===== config.mk =====
export PLATFORM = sky130hd
export DESIGN_NAME = key_link_tx_flat
export DESIGN_NICKNAME = d
export VERILOG_FILES = /design/src/rtl/key_link_pkg.sv /design/src/rtl/key_link_tx_if.sv /design/src/rtl/key_link_tx_baud_gen.sv /design/src/rtl/key_link_tx.sv /design/src/flat_wrapper.sv
export SDC_FILE = /design/constraint.sdc
export NUM_CORES = 1
export LEC_CHECK = 0
export ABC_AREA = 1
export CAP_MARGIN = 20
export CORE_MARGIN = 2
export CORE_UTILIZATION = 45
export DETAILED_ROUTE_END_ITERATION = 8
export GPL_TIMING_DRIVEN = 0
export PLACE_DENSITY = 0.66
export SLEW_MARGIN = 40
export SYNTH_ARGS = -nofsm -noshare
export SYNTH_HDL_FRONTEND = slang
export SYNTH_SLANG_ARGS = --single-unit

===== constraint.sdc =====
create_clock -name pclk -period 2 [get_ports pclk]
set_input_delay 0.4 -clock pclk [delete_from_list [all_inputs] [get_ports pclk]]
set_output_delay 0.4 -clock pclk [all_outputs]
set_load 0.05 [all_outputs]

===== src/rtl/key_link_pkg.sv =====
// rtl/key_link_pkg.sv - shared types, constants and baud divisor helper for the key link
package key_link_pkg;

   typedef enum logic [1:0] {
      IDLE  = 2'd0,
      START = 2'd1,
      DATA  = 2'd2,
      STOP  = 2'd3
   } tx_state_t;

   localparam logic [7:0] KEY_NONE = 8'h00;

   // Cycles per bit, truncated; the receiver uses the same rounding so both ends agree.
   function automatic int calc_div(input int clk_hz, input int baud);
      return clk_hz / baud;
   endfunction

endpackage


===== src/rtl/key_link_tx_if.sv =====
// rtl/key_link_tx_if.sv - key code input and serial line outputs of the key link transmitter
interface key_link_tx_if;
   logic [7:0]  key_in;
   logic        tx;
   logic        busy;
   logic        frame_done;
   logic [15:0] frames_sent;

   modport master (
      output key_in,
      input  tx,
      input  busy,
      input  frame_done,
      input  frames_sent
   );

   modport slave (
      input  key_in,
      output tx,
      output busy,
      output frame_done,
      output frames_sent
   );
endinterface


===== src/rtl/key_link_tx_baud_gen.sv =====
// rtl/key_link_tx_baud_gen.sv - DIV-cycle bit timer with synchronous clear and bit_end strobe
module baud_gen #(
   parameter int DIV = 2
) (
   input  logic clk_i,
   input  logic rst_ni,
   input  logic clr_i,
   output logic bit_end_o
);

   localparam int CW = $clog2(DIV);

   logic [CW-1:0] cnt_q, cnt_d;

   assign bit_end_o = (cnt_q == CW'(DIV - 1));

   always_comb begin
      cnt_d = cnt_q + CW'(1);
      if (clr_i || bit_end_o) begin
         cnt_d = '0;
      end
   end

   always_ff @(posedge clk_i or negedge rst_ni) begin
      if (!rst_ni) begin
         cnt_q <= '0;
      end else begin
         cnt_q <= cnt_d;
      end
   end

endmodule


===== src/rtl/key_link_tx.sv =====
// rtl/key_link_tx.sv - sends the local key code as 8N1 UART frames on change and on a repeat timer
module key_link_tx
   import key_link_pkg::*;
#(
   parameter int CLK_HZ        = 65_000_000,
   parameter int BAUD          = 9600,
   parameter int REPEAT_CYCLES = 6_500_000
) (
   input  logic          pclk,
   input  logic          rst,
   key_link_tx_if.slave  link
);

   localparam int DIV    = calc_div(CLK_HZ, BAUD);
   localparam bit REP_EN = (REPEAT_CYCLES > 0);
   localparam int RW     = REP_EN ? $clog2(REPEAT_CYCLES + 1) : 1;
   localparam logic [RW-1:0] REP_LAST = RW'(REP_EN ? REPEAT_CYCLES - 1 : 0);

   localparam logic [1:0] S_IDLE  = 2'(IDLE);
   localparam logic [1:0] S_START = 2'(START);
   localparam logic [1:0] S_DATA  = 2'(DATA);
   localparam logic [1:0] S_STOP  = 2'(STOP);

   logic [1:0]    state_q, state_d;
   logic [7:0]    key_q;
   logic [7:0]    last_q, last_d;
   logic [7:0]    pend_q, pend_d;
   logic          pend_valid_q, pend_valid_d;
   logic [7:0]    shift_q, shift_d;
   logic [2:0]    bit_q, bit_d;
   logic [RW-1:0] rep_q, rep_d;
   logic          tx_q, tx_d;
   logic          busy_q, busy_d;
   logic          done_q, done_d;
   logic [15:0]   sent_q, sent_d;

   logic          bit_end;
   logic          baud_clr;
   logic          change;
   logic          expire;
   logic          launch;
   logic [7:0]    launch_byte;

   baud_gen #(
      .DIV (DIV)
   ) u_baud (
      .clk_i     (pclk),
      .rst_ni    (rst),
      .clr_i     (baud_clr),
      .bit_end_o (bit_end)
   );

   assign change   = (key_q != last_q);
   assign expire   = REP_EN && (state_q == S_IDLE) && (rep_q == REP_LAST);
   assign baud_clr = (state_q == S_IDLE) || (state_d != state_q);

   always_comb begin
      state_d      = state_q;
      shift_d      = shift_q;
      bit_d        = bit_q;
      pend_d       = pend_q;
      pend_valid_d = pend_valid_q;
      last_d       = change ? key_q : last_q;
      done_d       = 1'b0;
      sent_d       = sent_q;
      launch       = 1'b0;
      launch_byte  = change ? key_q : pend_q;

      case (state_q)
         S_IDLE: begin
            if (change || pend_valid_q) begin
               launch = 1'b1;
            end else if (expire) begin
               launch      = 1'b1;
               launch_byte = last_q;
            end
         end
         S_START: begin
            if (bit_end) begin
               state_d = S_DATA;
            end
         end
         S_DATA: begin
            if (bit_end) begin
               if (bit_q == 3'd7) begin
                  state_d = S_STOP;
               end else begin
                  bit_d   = bit_q + 3'd1;
                  shift_d = {1'b0, shift_q[7:1]};
               end
            end
         end
         S_STOP: begin
            if (bit_end) begin
               done_d = 1'b1;
               sent_d = sent_q + 16'd1;
               // A change landing in the final stop cycle still chains without an idle gap.
               if (change || pend_valid_q) begin
                  launch = 1'b1;
               end else begin
                  state_d = S_IDLE;
               end
            end
         end
         default: state_d = S_IDLE;
      endcase

      if (launch) begin
         state_d      = S_START;
         shift_d      = launch_byte;
         pend_valid_d = 1'b0;
      end else if (change) begin
         pend_d       = key_q;
         pend_valid_d = 1'b1;
      end

      if (state_d != state_q) begin
         bit_d = 3'd0;
      end
   end

   always_comb begin
      rep_d = rep_q;
      if (launch) begin
         rep_d = '0;
      end else if (REP_EN && (state_q == S_IDLE)) begin
         rep_d = rep_q + RW'(1);
      end
   end

   // Line level follows the next state so tx and busy change on the same edge as the FSM.
   always_comb begin
      tx_d = 1'b1;
      case (state_d)
         S_START: tx_d = 1'b0;
         S_DATA:  tx_d = shift_d[0];
         default: tx_d = 1'b1;
      endcase
      busy_d = (state_d != S_IDLE);
   end

   always_ff @(posedge pclk or negedge rst) begin
      if (!rst) begin
         state_q      <= S_IDLE;
         key_q        <= KEY_NONE;
         last_q       <= KEY_NONE;
         pend_q       <= KEY_NONE;
         pend_valid_q <= 1'b0;
         shift_q      <= 8'hFF;
         bit_q        <= 3'd0;
         rep_q        <= '0;
         tx_q         <= 1'b1;
         busy_q       <= 1'b0;
         done_q       <= 1'b0;
         sent_q       <= 16'd0;
      end else begin
         state_q      <= state_d;
         key_q        <= link.key_in;
         last_q       <= last_d;
         pend_q       <= pend_d;
         pend_valid_q <= pend_valid_d;
         shift_q      <= shift_d;
         bit_q        <= bit_d;
         rep_q        <= rep_d;
         tx_q         <= tx_d;
         busy_q       <= busy_d;
         done_q       <= done_d;
         sent_q       <= sent_d;
      end
   end

   assign link.tx          = tx_q;
   assign link.busy        = busy_q;
   assign link.frame_done  = done_q;
   assign link.frames_sent = sent_q;

endmodule


===== src/flat_wrapper.sv =====
// flat-port wrapper written by rule: the top's interface ports become plain ports
module key_link_tx_flat import key_link_pkg::*;
#(
   parameter int CLK_HZ        = 65_000_000,
   parameter int BAUD          = 9600,
   parameter int REPEAT_CYCLES = 6_500_000
)
  (pclk, rst, link_key_in, link_tx, link_busy, link_frame_done, link_frames_sent);
  key_link_tx_if link_i ();
  input  logic pclk;
  input  logic rst;
  input wire logic [$bits(link_i.key_in)-1:0] link_key_in;
  output wire logic [$bits(link_i.tx)-1:0] link_tx;
  output wire logic [$bits(link_i.busy)-1:0] link_busy;
  output wire logic [$bits(link_i.frame_done)-1:0] link_frame_done;
  output wire logic [$bits(link_i.frames_sent)-1:0] link_frames_sent;
  assign link_i.key_in = link_key_in;
  assign link_tx = link_i.tx;
  assign link_busy = link_i.busy;
  assign link_frame_done = link_i.frame_done;
  assign link_frames_sent = link_i.frames_sent;
  key_link_tx #(.CLK_HZ(CLK_HZ), .BAUD(BAUD), .REPEAT_CYCLES(REPEAT_CYCLES)) u_core (.pclk(pclk), .rst(rst), .link(link_i));
endmodule

## Word-level counts from Yosys, hierarchy flattened

Index checks and enable logic that the tools add are counted.

| operators by class | value |
|---|---|
| reduce and logical (&&, ||, !) cells | 15 |
| add/sub/neg operators | 4 |
| eq/ne operators | 12 |
| mux-type cells | 32 |

Operators with widths:

| operator | number |
|---|---|
| $mux W8 | 8 |
| $mux W23 | 2 |
| $add A23 B1 Y23 const B | 1 |
| $eq A23 B23 Y1 const B | 1 |
| $add A16 B1 Y16 const B | 1 |
| $reduce_bool A2 Y1 | 7 |
| $add A13 B1 Y13 const B | 1 |
| $eq A13 B13 Y1 const B | 1 |
| $mux W13 | 1 |
| $mux W2 | 6 |
| $mux W3 | 4 |
| $mux W1 | 8 |
| $ne A8 B8 Y1 | 1 |
| $eq A2 B2 Y1 const B | 3 |
| $pmux W2 S3 | 1 |
| $reduce_and A3 Y1 | 2 |
| $eq A2 B1 Y1 const B | 2 |
| $pmux W1 S2 | 2 |
| $add A3 B1 Y3 const B | 1 |
| $eq A3 B3 Y1 const B | 1 |
| $logic_or A1 B1 Y1 | 3 |
| $logic_not A2 Y1 | 1 |
| $ne A2 B1 Y1 const B | 1 |
| $ne A2 B2 Y1 | 1 |
| other kinds (3) | 3 |

| storage, ports and cells | value |
|---|---|
| output and inout bits | 19 |
| register bits after elaboration | 93 |
| logic and storage cells | 77 |

## Depth between registers and ports, before layout

Gate-level depths: netlist of the first run.

| depth | value |
|---|---|
| depth after elaboration | 10 |
| depth in mapped cells | 16 |
| gate-level depth less buffers | 15 |

## By module

A second synthesis of the first run with hierarchy kept.

| unflattened totals | value |
|---|---|
| cells, all modules | 541 |
| area total of the unflattened synthesis | 4768.3 µm² |

Modules (own cells, without submodules):

| module | cells an instance | instances | area an instance (µm²) |
|---|---|---|---|
| key_link_tx | 448 | 1 | 4047.6 |
| baud_gen | 93 | 1 | 720.7 |

## Worst setup path after synthesis of the first run

No wires, ideal clock.

| timing | value |
|---|---|
| path type | register -> register |
| from | reg u_core.state_q[0] |
| to | reg u_core.u_baud.cnt_q[10] |
| path buffers | 2 |
| arrival | 1973 ps |
| setup slack | -42 ps |
| setup time | 69 ps |
| stages on the path, launching flop included | 17 |
| clock period less this slack | 2042 ps |
| cell sequence | dfrtp_1 inv_1 ha_1 buf_4 inv_2 nor2_2 inv_1 nor2_1 nand2b_1 nand2_2 nand2_2 nand3_2 nand2_1 nand2_1 nand4_4 buf_6 nor2_2 |

| between the ends | value |
|---|---|
| cells in the longest elaborated chain, start to end | 10 |

RTL lines:

| what | line | text |
|---|---|---|
| start, declared | key_link_tx.sv:24 | `logic [1:0] state_q, state_d;` |
| start signal, assigned | key_link_tx.sv:157 | `state_q <= state_d;` |
| $logic_not A2 Y1 | key_link_tx.sv:54, key_link_tx.sv:55, key_link_tx.sv:69 |  |
| $logic_and A1 B1 Y1 | key_link_tx.sv:54 | `assign expire = REP_EN && (state_q == S_IDLE) && (rep_q == REP_LAST);` |
| $mux W1 | key_link_tx.sv:73 | `end else if (expire) begin` |
| $mux W1 | key_link_tx.sv:71 | `if (change \|\| pend_valid_q) begin` |
| $pmux W1 S2 | key_link_tx.sv:69 | `case (state_q)` |
| $mux W2 | key_link_tx.sv:108 | `if (launch) begin` |
| $ne A2 B2 Y1 | key_link_tx.sv:55 | `assign baud_clr = (state_q == S_IDLE) \|\| (state_d != state_q);` |
| $logic_or A1 B1 Y1 (*) | key_link_tx.sv:55 |  |
| $logic_or A1 B1 Y1 (*) | key_link_tx_baud_gen.sv:19 | `if (clr_i \|\| bit_end_o) begin` |
| $mux W13 (*) | key_link_tx_baud_gen.sv:19 |  |
| via u_core.u_baud.cnt_d[10] | key_link_tx_baud_gen.sv:13 | `logic [CW-1:0] cnt_q, cnt_d;` |
| end signal, assigned | key_link_tx_baud_gen.sv:28 | `cnt_q <= cnt_d;` |
| end, declared | key_link_tx_baud_gen.sv:13 |  |

The timed path passes the listed nets; every way through them passes the cells marked *.
A chain may end at the register's enable or synchronous reset.

## Worst setup path in the final report of the first run

| timing | value |
|---|---|
| from | reg u_core.u_baud.cnt_q[1] |
| to | reg u_core.u_baud.cnt_q[9] |

| between the ends | value |
|---|---|
| cells in the longest elaborated chain, start to end | 8 |

RTL lines:

| what | line | text |
|---|---|---|
| $eq A13 B13 Y1 | key_link_tx_baud_gen.sv:15 | `assign bit_end_o = (cnt_q == CW'(DIV - 1));` |
| $mux W2 (tied with other cells) | key_link_tx.sv:94 | `if (bit_end) begin` |
| $pmux W2 S3 or $pmux W1 S2 (tied branches) | key_link_tx.sv:69 |  |
| $mux W2 | key_link_tx.sv:108 |  |
| $ne A2 B2 Y1 | key_link_tx.sv:55 |  |
| $logic_or A1 B1 Y1 | key_link_tx.sv:55 |  |
| $logic_or A1 B1 Y1 | key_link_tx_baud_gen.sv:19 |  |
| $mux W13 (*) | key_link_tx_baud_gen.sv:19 |  |
| via u_core.u_baud.cnt_d[9] | key_link_tx_baud_gen.sv:13 |  |

Marked as above.

==> run metrics, run 1 <==
Power Density=1070 nW/um^2; CP top delay family=simple AND/OR/NAND/NOR gates; Initial DRC Count=147; Gate Count Post-Synth=589; worst-path maximum fanout=5; Core Region=10300 um^2; die height=107 um; # diodes=0; total track usage=18.6%; WP data required=2310 ps; syn nets=609; most frequent cells in the layout=143 x nand2_1, 80 x dfrtp_1, 69 x inv_1; Final setup viols=17; min Tclk post-route=2110 ps; failing checks=setup timing; Netlist Area Pre-Place=4770 um^2; final WL=10300 um; flops & latches, synth=93; status=complete, but fails checks; CTS Buffer Depth=2; first-pass GRT wire length=16900 um; Hold Vio Cnt, Final=0; die width=107 um; highest-delay cell along the critical path=dfrtp_1; Critical Path End Type=flop; max-cap violations=0; final worst-path cycle share=105%; fmax=474 MHz; Reg clk slew, reported paths=90 ps; Hold Crit Class=input pin to flop; HPWL Detailed=6680 um; critical path buffer and inverter count=2; CP peak stage delay=390 ps; Num CTS Buffers=9; Worst path most repeated cell=nand2_2; Die Area=11400 um^2; Initial Util=46.2%; Netlist cell types=40; DRT Pass-1 Iters=4; clock skew=9.11 ps; DRC Markers=0; pin count of the biggest net entering global routing=51; yosys warns=0; Tot Pwr=6.69 mW; gp weighted congestion=0.865; htree depth=3; static leakage power=3.04 nW; worst-skew pair later-pin latency=380 ps; Final WS setup=-108 ps; RSZ-0062 raised after global routing=true; vias in the first global route=3775; fillers=890; commonest non-fill, non-tap cell in the layout=nand2_1; setup_tns=-1190 ps; Post-Syn Area per Cell=8.10 um^2; layout cells sized above 1=25.1%; DR WL/cell=12.8 um; # port buffers=28; worst vdd ir=0.598 mV; Arr. time, crit path=2420 ps; IO Pins=29; worst slew pin tran=502 ps; CTS tree=built; Area Growth Syn to Fin=30.5%; routed vias/inst=4.90; Max transition margin=66.5%; Seq/Total Area, Yosys=49.0%; total gr overflow=0; CTS Sinks=93; Post-Place Cells=754; CTS root buf=clkbuf_8; max-slew violations=0; crit path kind=flop to flop; number of routed nets with antenna violations=0; antenna violations before repair=0; row count=37; crit-path cells=inv_1 -> ha_2 -> nand4_1 -> nor2_4 -> nand3_4 -> nand2_2 -> nand2_2 -> nand2_4 -> nand2_4 -> nand3_2 -> nand2_2 -> nand2_2 -> nand4_4 -> clkbuf_16 -> nor2_2; Final nets=687; non-filler cells in the finished layout=808; via count=3956; CP Launch Type=flop
==> kinds of logic after synthesis <==
kind of cell	after synthesis	synth area share (%)
AO/OA/AOI/OAI	45	5.29
XOR/XNOR	34	6.24
adder cells (fa/ha/maj)	10	2.62
buffers and inverters	100	8.41
flip-flops	93	49.0
multiplexers	1	0.236
AND/OR/NAND/NOR	306	28.2
==> per-stage QoR <==
step,hold slack (ps),cell area [um^2],worst slack [ps],util [%]
after floorplan,104,4790,2.16,-
after global placement,452,5240,-2970,50.7
after detailed placement,319,5270,-374,51.0
after CTS,439,5740,-76.0,55.6
after global routing,444,6230,-236,60.4
final,451,6230,-108,60.4
==> synthesized netlist by cell type <==
library cell,instances,share of area [%]
dfrtp_1,84,44
o21ai_0,26,2.7
clkbuf_1,10,0.79
o31ai_1,2,0.31
buf_2,6,0.63
nand2b_1,1,0.13
ha_1,10,2.6
o21bai_1,1,0.16
nand2_1,159,13
buf_6,2,0.47
a221oi_1,1,0.18
o221ai_1,1,0.18
mux2_2,1,0.24
nand4_4,1,0.45
o22ai_1,1,0.13
clkinv_1,1,0.079
inv_1,75,5.9
nor2_2,14,1.8
a211oi_1,1,0.16
xnor2_1,9,1.7
xor2_1,25,4.6
a31oi_1,2,0.26
nand3_2,3,0.63
and3_1,1,0.13
nand3_1,17,1.8
nand4_1,9,1.2
a21boi_2,1,0.24
nor4_1,1,0.13
buf_4,1,0.16
nor3_1,16,1.7
nor3_2,2,0.42
a21oi_1,9,0.94
inv_2,5,0.39
or2_2,1,0.13
nor3b_1,3,0.47
nor4_2,1,0.26
nor2_4,1,0.24
nor2_1,71,5.6
nand2_2,5,0.66
dfstp_2,9,5.0
==> flip-flops by register name (all words and copies together), names as in the netlist, 2 cells and up <==
signal / flops
u_core.bit_q: 3
u_core.key_q: 8
u_core.last_q: 8
u_core.link.frames_sent: 16
u_core.pend_q: 8
u_core.rep_q: 23
u_core.shift_q: 8
u_core.state_q: 2
u_core.u_baud.cnt_q: 13
==> metal layers <==
| layer | wire length [um] | global-route usage, % | part of all wire (%) | vias to the layer above |
|---|---|---|---|---|
| li1 | - | - | - | 1969 |
| met1 | 4500 | 24.1 | 44 | 1880 |
| met2 | 5170 | 30.5 | 50 | 89 |
| met3 | 391 | 2.49 | 3.8 | 18 |
| met4 | 267 | 9.65 | 2.6 | 0 |
| met5 | 0 | 0 | 0 | - |
==> worst reg2reg max path: cells and delay by family, from the launching register on <==
family | cells | cell delay (ps)
fa+ha+maj | 1 | 170
flops | 1 | 390
buf+inv | 2 | 270
simple gates | 12 | 1220
==> final timing paths <==
check	start	end	slack, ps	cells after the start
worst min register to register	u_core.pend_q[1]	u_core.pend_q[1]	480	2
worst min-delay path	link_key_in[4]	u_core.key_q[4]	450	1
worst max-delay path	u_core.u_baud.cnt_q[1]	u_core.u_baud.cnt_q[9]	-110	15
min in group asynchronous	rst	u_core.link.frames_sent[8]	500	2
max in group asynchronous	rst	u_core.shift_q[4]	900	3
worst max register to register	u_core.u_baud.cnt_q[1]	u_core.u_baud.cnt_q[9]	-110	15
==> power by group <==
part | total [mW] | internal (mW) | switching [mW]
logic | 3.13 | 1.41 | 1.72
registers | 2.40 | 2.23 | 0.167
clock network | 1.16 | 0.519 | 0.643
total | 6.69 | 4.16 | 2.53
==> cell type report <==
class	count	area (um^2)	share of cell area [%]
Sequential cell	93	2340	37.6
Timing Repair Buffer	68	708	11.4
Clock buffer	13	159	2.55
Tap cell	136	170	2.73
Multi-Input combinational cell	396	2360	37.8
Inverter	81	329	5.28
Buffer	18	145	2.33
Clock inverter	3	20.0	0.321
==> timing repair <==
action | 4_1_cts | 5_1_grt
resized for setup | 55 | 93
endpoints found under the setup margin | 66 | 69
hold buffers | 1 | 0
setup buffers | 15 | 18
pin swaps | 14 | 28
endpoints found under the hold margin | 40 | 0
gates cloned | 1 | 4
Power figures use the tool's default switching activity.
==> run 2: changes to the inputs <==
--- a/config.mk
+++ b/config.mk
@@ -10,7 +10,6 @@
 export CORE_MARGIN = 2
 export CORE_UTILIZATION = 45
 export DETAILED_ROUTE_END_ITERATION = 8
-export GPL_TIMING_DRIVEN = 0
 export PLACE_DENSITY = 0.66
 export SLEW_MARGIN = 40
 export SYNTH_ARGS = -nofsm -noshare
==> run 2 against run 1 <==
The run now ends clean. Total power down 2.7%. Register-to-register slack better by 120 ps. Count of clock-buffer cells in the layout is 3 lower. Cell count fell by 1.4%. Clock skew up 2.3 ps.
==> run metrics, run 2 (same netlist as run 1, synthesis figures left out) <==
# port buffers=28 (unchanged); DRC Markers=0 (unchanged); htree depth=3 (unchanged); worst-path maximum fanout=14 (+9); HPWL Detailed=6780 um (+1.5%); final worst-path cycle share=99.4% (-6.0 points); Clk network pwr share=21.7% (+4.3 points); Post-CTS Hold Fix Bufs=0 (-1); commonest non-fill, non-tap cell in the layout=nand2_1; worst-skew pair later-pin latency=370 ps (about the same); total gr overflow=0 (unchanged); fillers=921 (+3.5%); Seq pwr share=36.5% (+0.6 points); Initial Util=46.2% (unchanged); clock skew=11.4 ps (+2.31 ps); max-cap violations=0 (unchanged); crit path kind=flop to flop; Biggest register=u_core.rep_q; worst slew pin tran=503 ps (+0.846 ps); first-pass GRT wire length=16200 um (-4.3%); max FFs per register=23 (unchanged); Max transition margin=66.4% (about the same); net switching power=2.38 mW (-6.0%); pin count of the biggest net entering global routing=94 (+84%); Num CTS Buffers=9 (unchanged); max-slew violations=0 (unchanged); status=finished clean; Critical Path End Type=flop; CTS Sinks=93 (unchanged); Tot Pwr=6.51 mW (-2.7%); routed vias/inst=4.87 (-0.54%); gp weighted congestion=0.865 (unchanged); r2r startpoint=u_core.state_q[0]; Reg area=2340 um^2 (-0.16%); CP Launch Type=flop; Power Density=1090 nW/um^2 (+1.7%); vias in the first global route=3695 (-2.1%); Initial DRC Count=109 (-26%); DR WL/cell=12.2 um (-4.5%); final WL=9730 um (-5.8%); Pint=4.13 mW (-0.63%); total track usage=17.8% (-0.84 points); worst setup path startpoint=u_core.state_q[0]; RSZ-0062 raised after global routing=true; CTS Buffer Depth=2 (unchanged); worst vdd ir=0.587 mV (-1.9%); antenna violations before repair=0 (unchanged); static leakage power=2.91 nW (-4.1%); Logic pwr share=41.8% (-5.0 points); CTS root buf=clkbuf_8; via count=3881 (-1.9%); Final setup viols=0 (-17); setup_tns=0 ps (+1190 ps); R2R setup slack=10 ps (+120 ps); Final nets=676 (-1.6%); area of the multi-input gates=2190 um^2 (-7.2%); R2R cell count=13 (-2); IO Pins=29 (unchanged); row count=37 (unchanged); layout cells sized above 1=20.7% (-4.4 points); Reg clk slew, reported paths=100 ps (about the same); Arr. time, crit path=2290 ps (-130 ps); switching share of total power=36.5% (-1.3 points); die height=107 um (unchanged); Hold Crit Class=input pin to async pin; WP data required=2300 ps (about the same); fmax=503 MHz (+6.0%); Die Area=11400 um^2 (unchanged); Area Growth Syn to Fin=24.9%; reg-to-reg endpoint=u_core.shift_q[6]; Core Region=10300 um^2 (unchanged); DRT Pass-1 Iters=4 (unchanged); CTS tree=built; most frequent cells in the layout=151 x nand2_1, 83 x dfrtp_1, 73 x inv_1; min Tclk post-route=1990 ps (-119 ps); Critical Path Sink=u_core.shift_q[6]; Hold Vio Cnt, Final=0 (unchanged); die width=107 um (unchanged); # diodes=0 (unchanged); number of routed nets with antenna violations=0 (unchanged)
## run 2: power by group through the flow
| stage | clock network [mW] | registers, mW | logic, mW |
|---|---|---|---|
| 2_1_floorplan | 0 | 2.47 | 1.33 |
| 3_3_place_gp | 0 | 2.40 | 2.23 |
| 3_5_place_dp | 0 | 2.41 | 2.29 |
| 4_1_cts | 1.44 | 2.38 | 2.31 |
| 5_1_grt | 1.51 | 2.42 | 2.99 |
| 6_report | 1.41 | 2.38 | 2.72 |
## run 2: how the worst min path moves through the flow
stage	slack, ps	depth (start not counted)	endpoint	start
6_report	60	2	u_core.link.frames_sent[9]	rst
5_1_grt	100	2	u_core.link.frames_sent[13]	rst
4_1_cts	80	2	u_core.link.frames_sent[9]	rst
3_5_place_dp	390	0	u_core.last_q[3]	u_core.key_q[3]
3_3_place_gp	390	0	u_core.last_q[2]	u_core.key_q[2]
2_1_floorplan	100	0	u_core.bit_q[0]	rst
## run 2: cell type report
class / instances / area share [%]
Clock buffer: 10 / 2.31
Multi-Input combinational cell: 396 / 36.7
Inverter: 81 / 5.27
Sequential cell: 93 / 39.2
Timing Repair Buffer: 75 / 12.2
Clock inverter: 6 / 1.45
Tap cell: 136 / 2.85
## run 2: metrics by stage
stage / instance area [um^2] / util (%) / std cells / worst slack [ps] / hold WS, ps
floorplan: 4790 / - / 589 / 2.16 / 104
global placement: 5510 / 53.4 / 776 / -23.4 / 385
detailed placement: 5510 / 53.4 / 776 / -32.7 / 387
CTS: 5740 / 55.6 / 792 / 2.37 / 84.5
global route: 5960 / 57.8 / 797 / -106 / 105
finish: 5960 / 57.8 / 797 / 11.8 / 61.2
## run 2: layer usage
layer / vias up / routed length (um) / global-route usage, %
met5: - / 0 / 0
met4: 0 / 195 / 7.51
met3: 15 / 275 / 3.04
met2: 54 / 4770 / 30.5
met1: 1867 / 4490 / 22.1
li1: 1945 / - / -
## run 2: critical path: stages, from the launching register on
cell      delay, ps
dfrtp_1         400
inv_2            60
ha_2            200
inv_4            60
nor2_4          100
inv_1            50
nor2_1           90
nand2b_1        130
nand2_2         160
nand2_4          80
buf_4           160
buf_12          140
a211oi_2        180
o22ai_1          90
## run 2: repair_timing
| item | CTS | global route |
|---|---|---|
| buffers inserted | 0 | 3 |
| pin swaps | 0 | 14 |
| cloned | 0 | 2 |
| resized for setup | 12 | 45 |
| endpoints found under the setup margin | 27 | 54 |
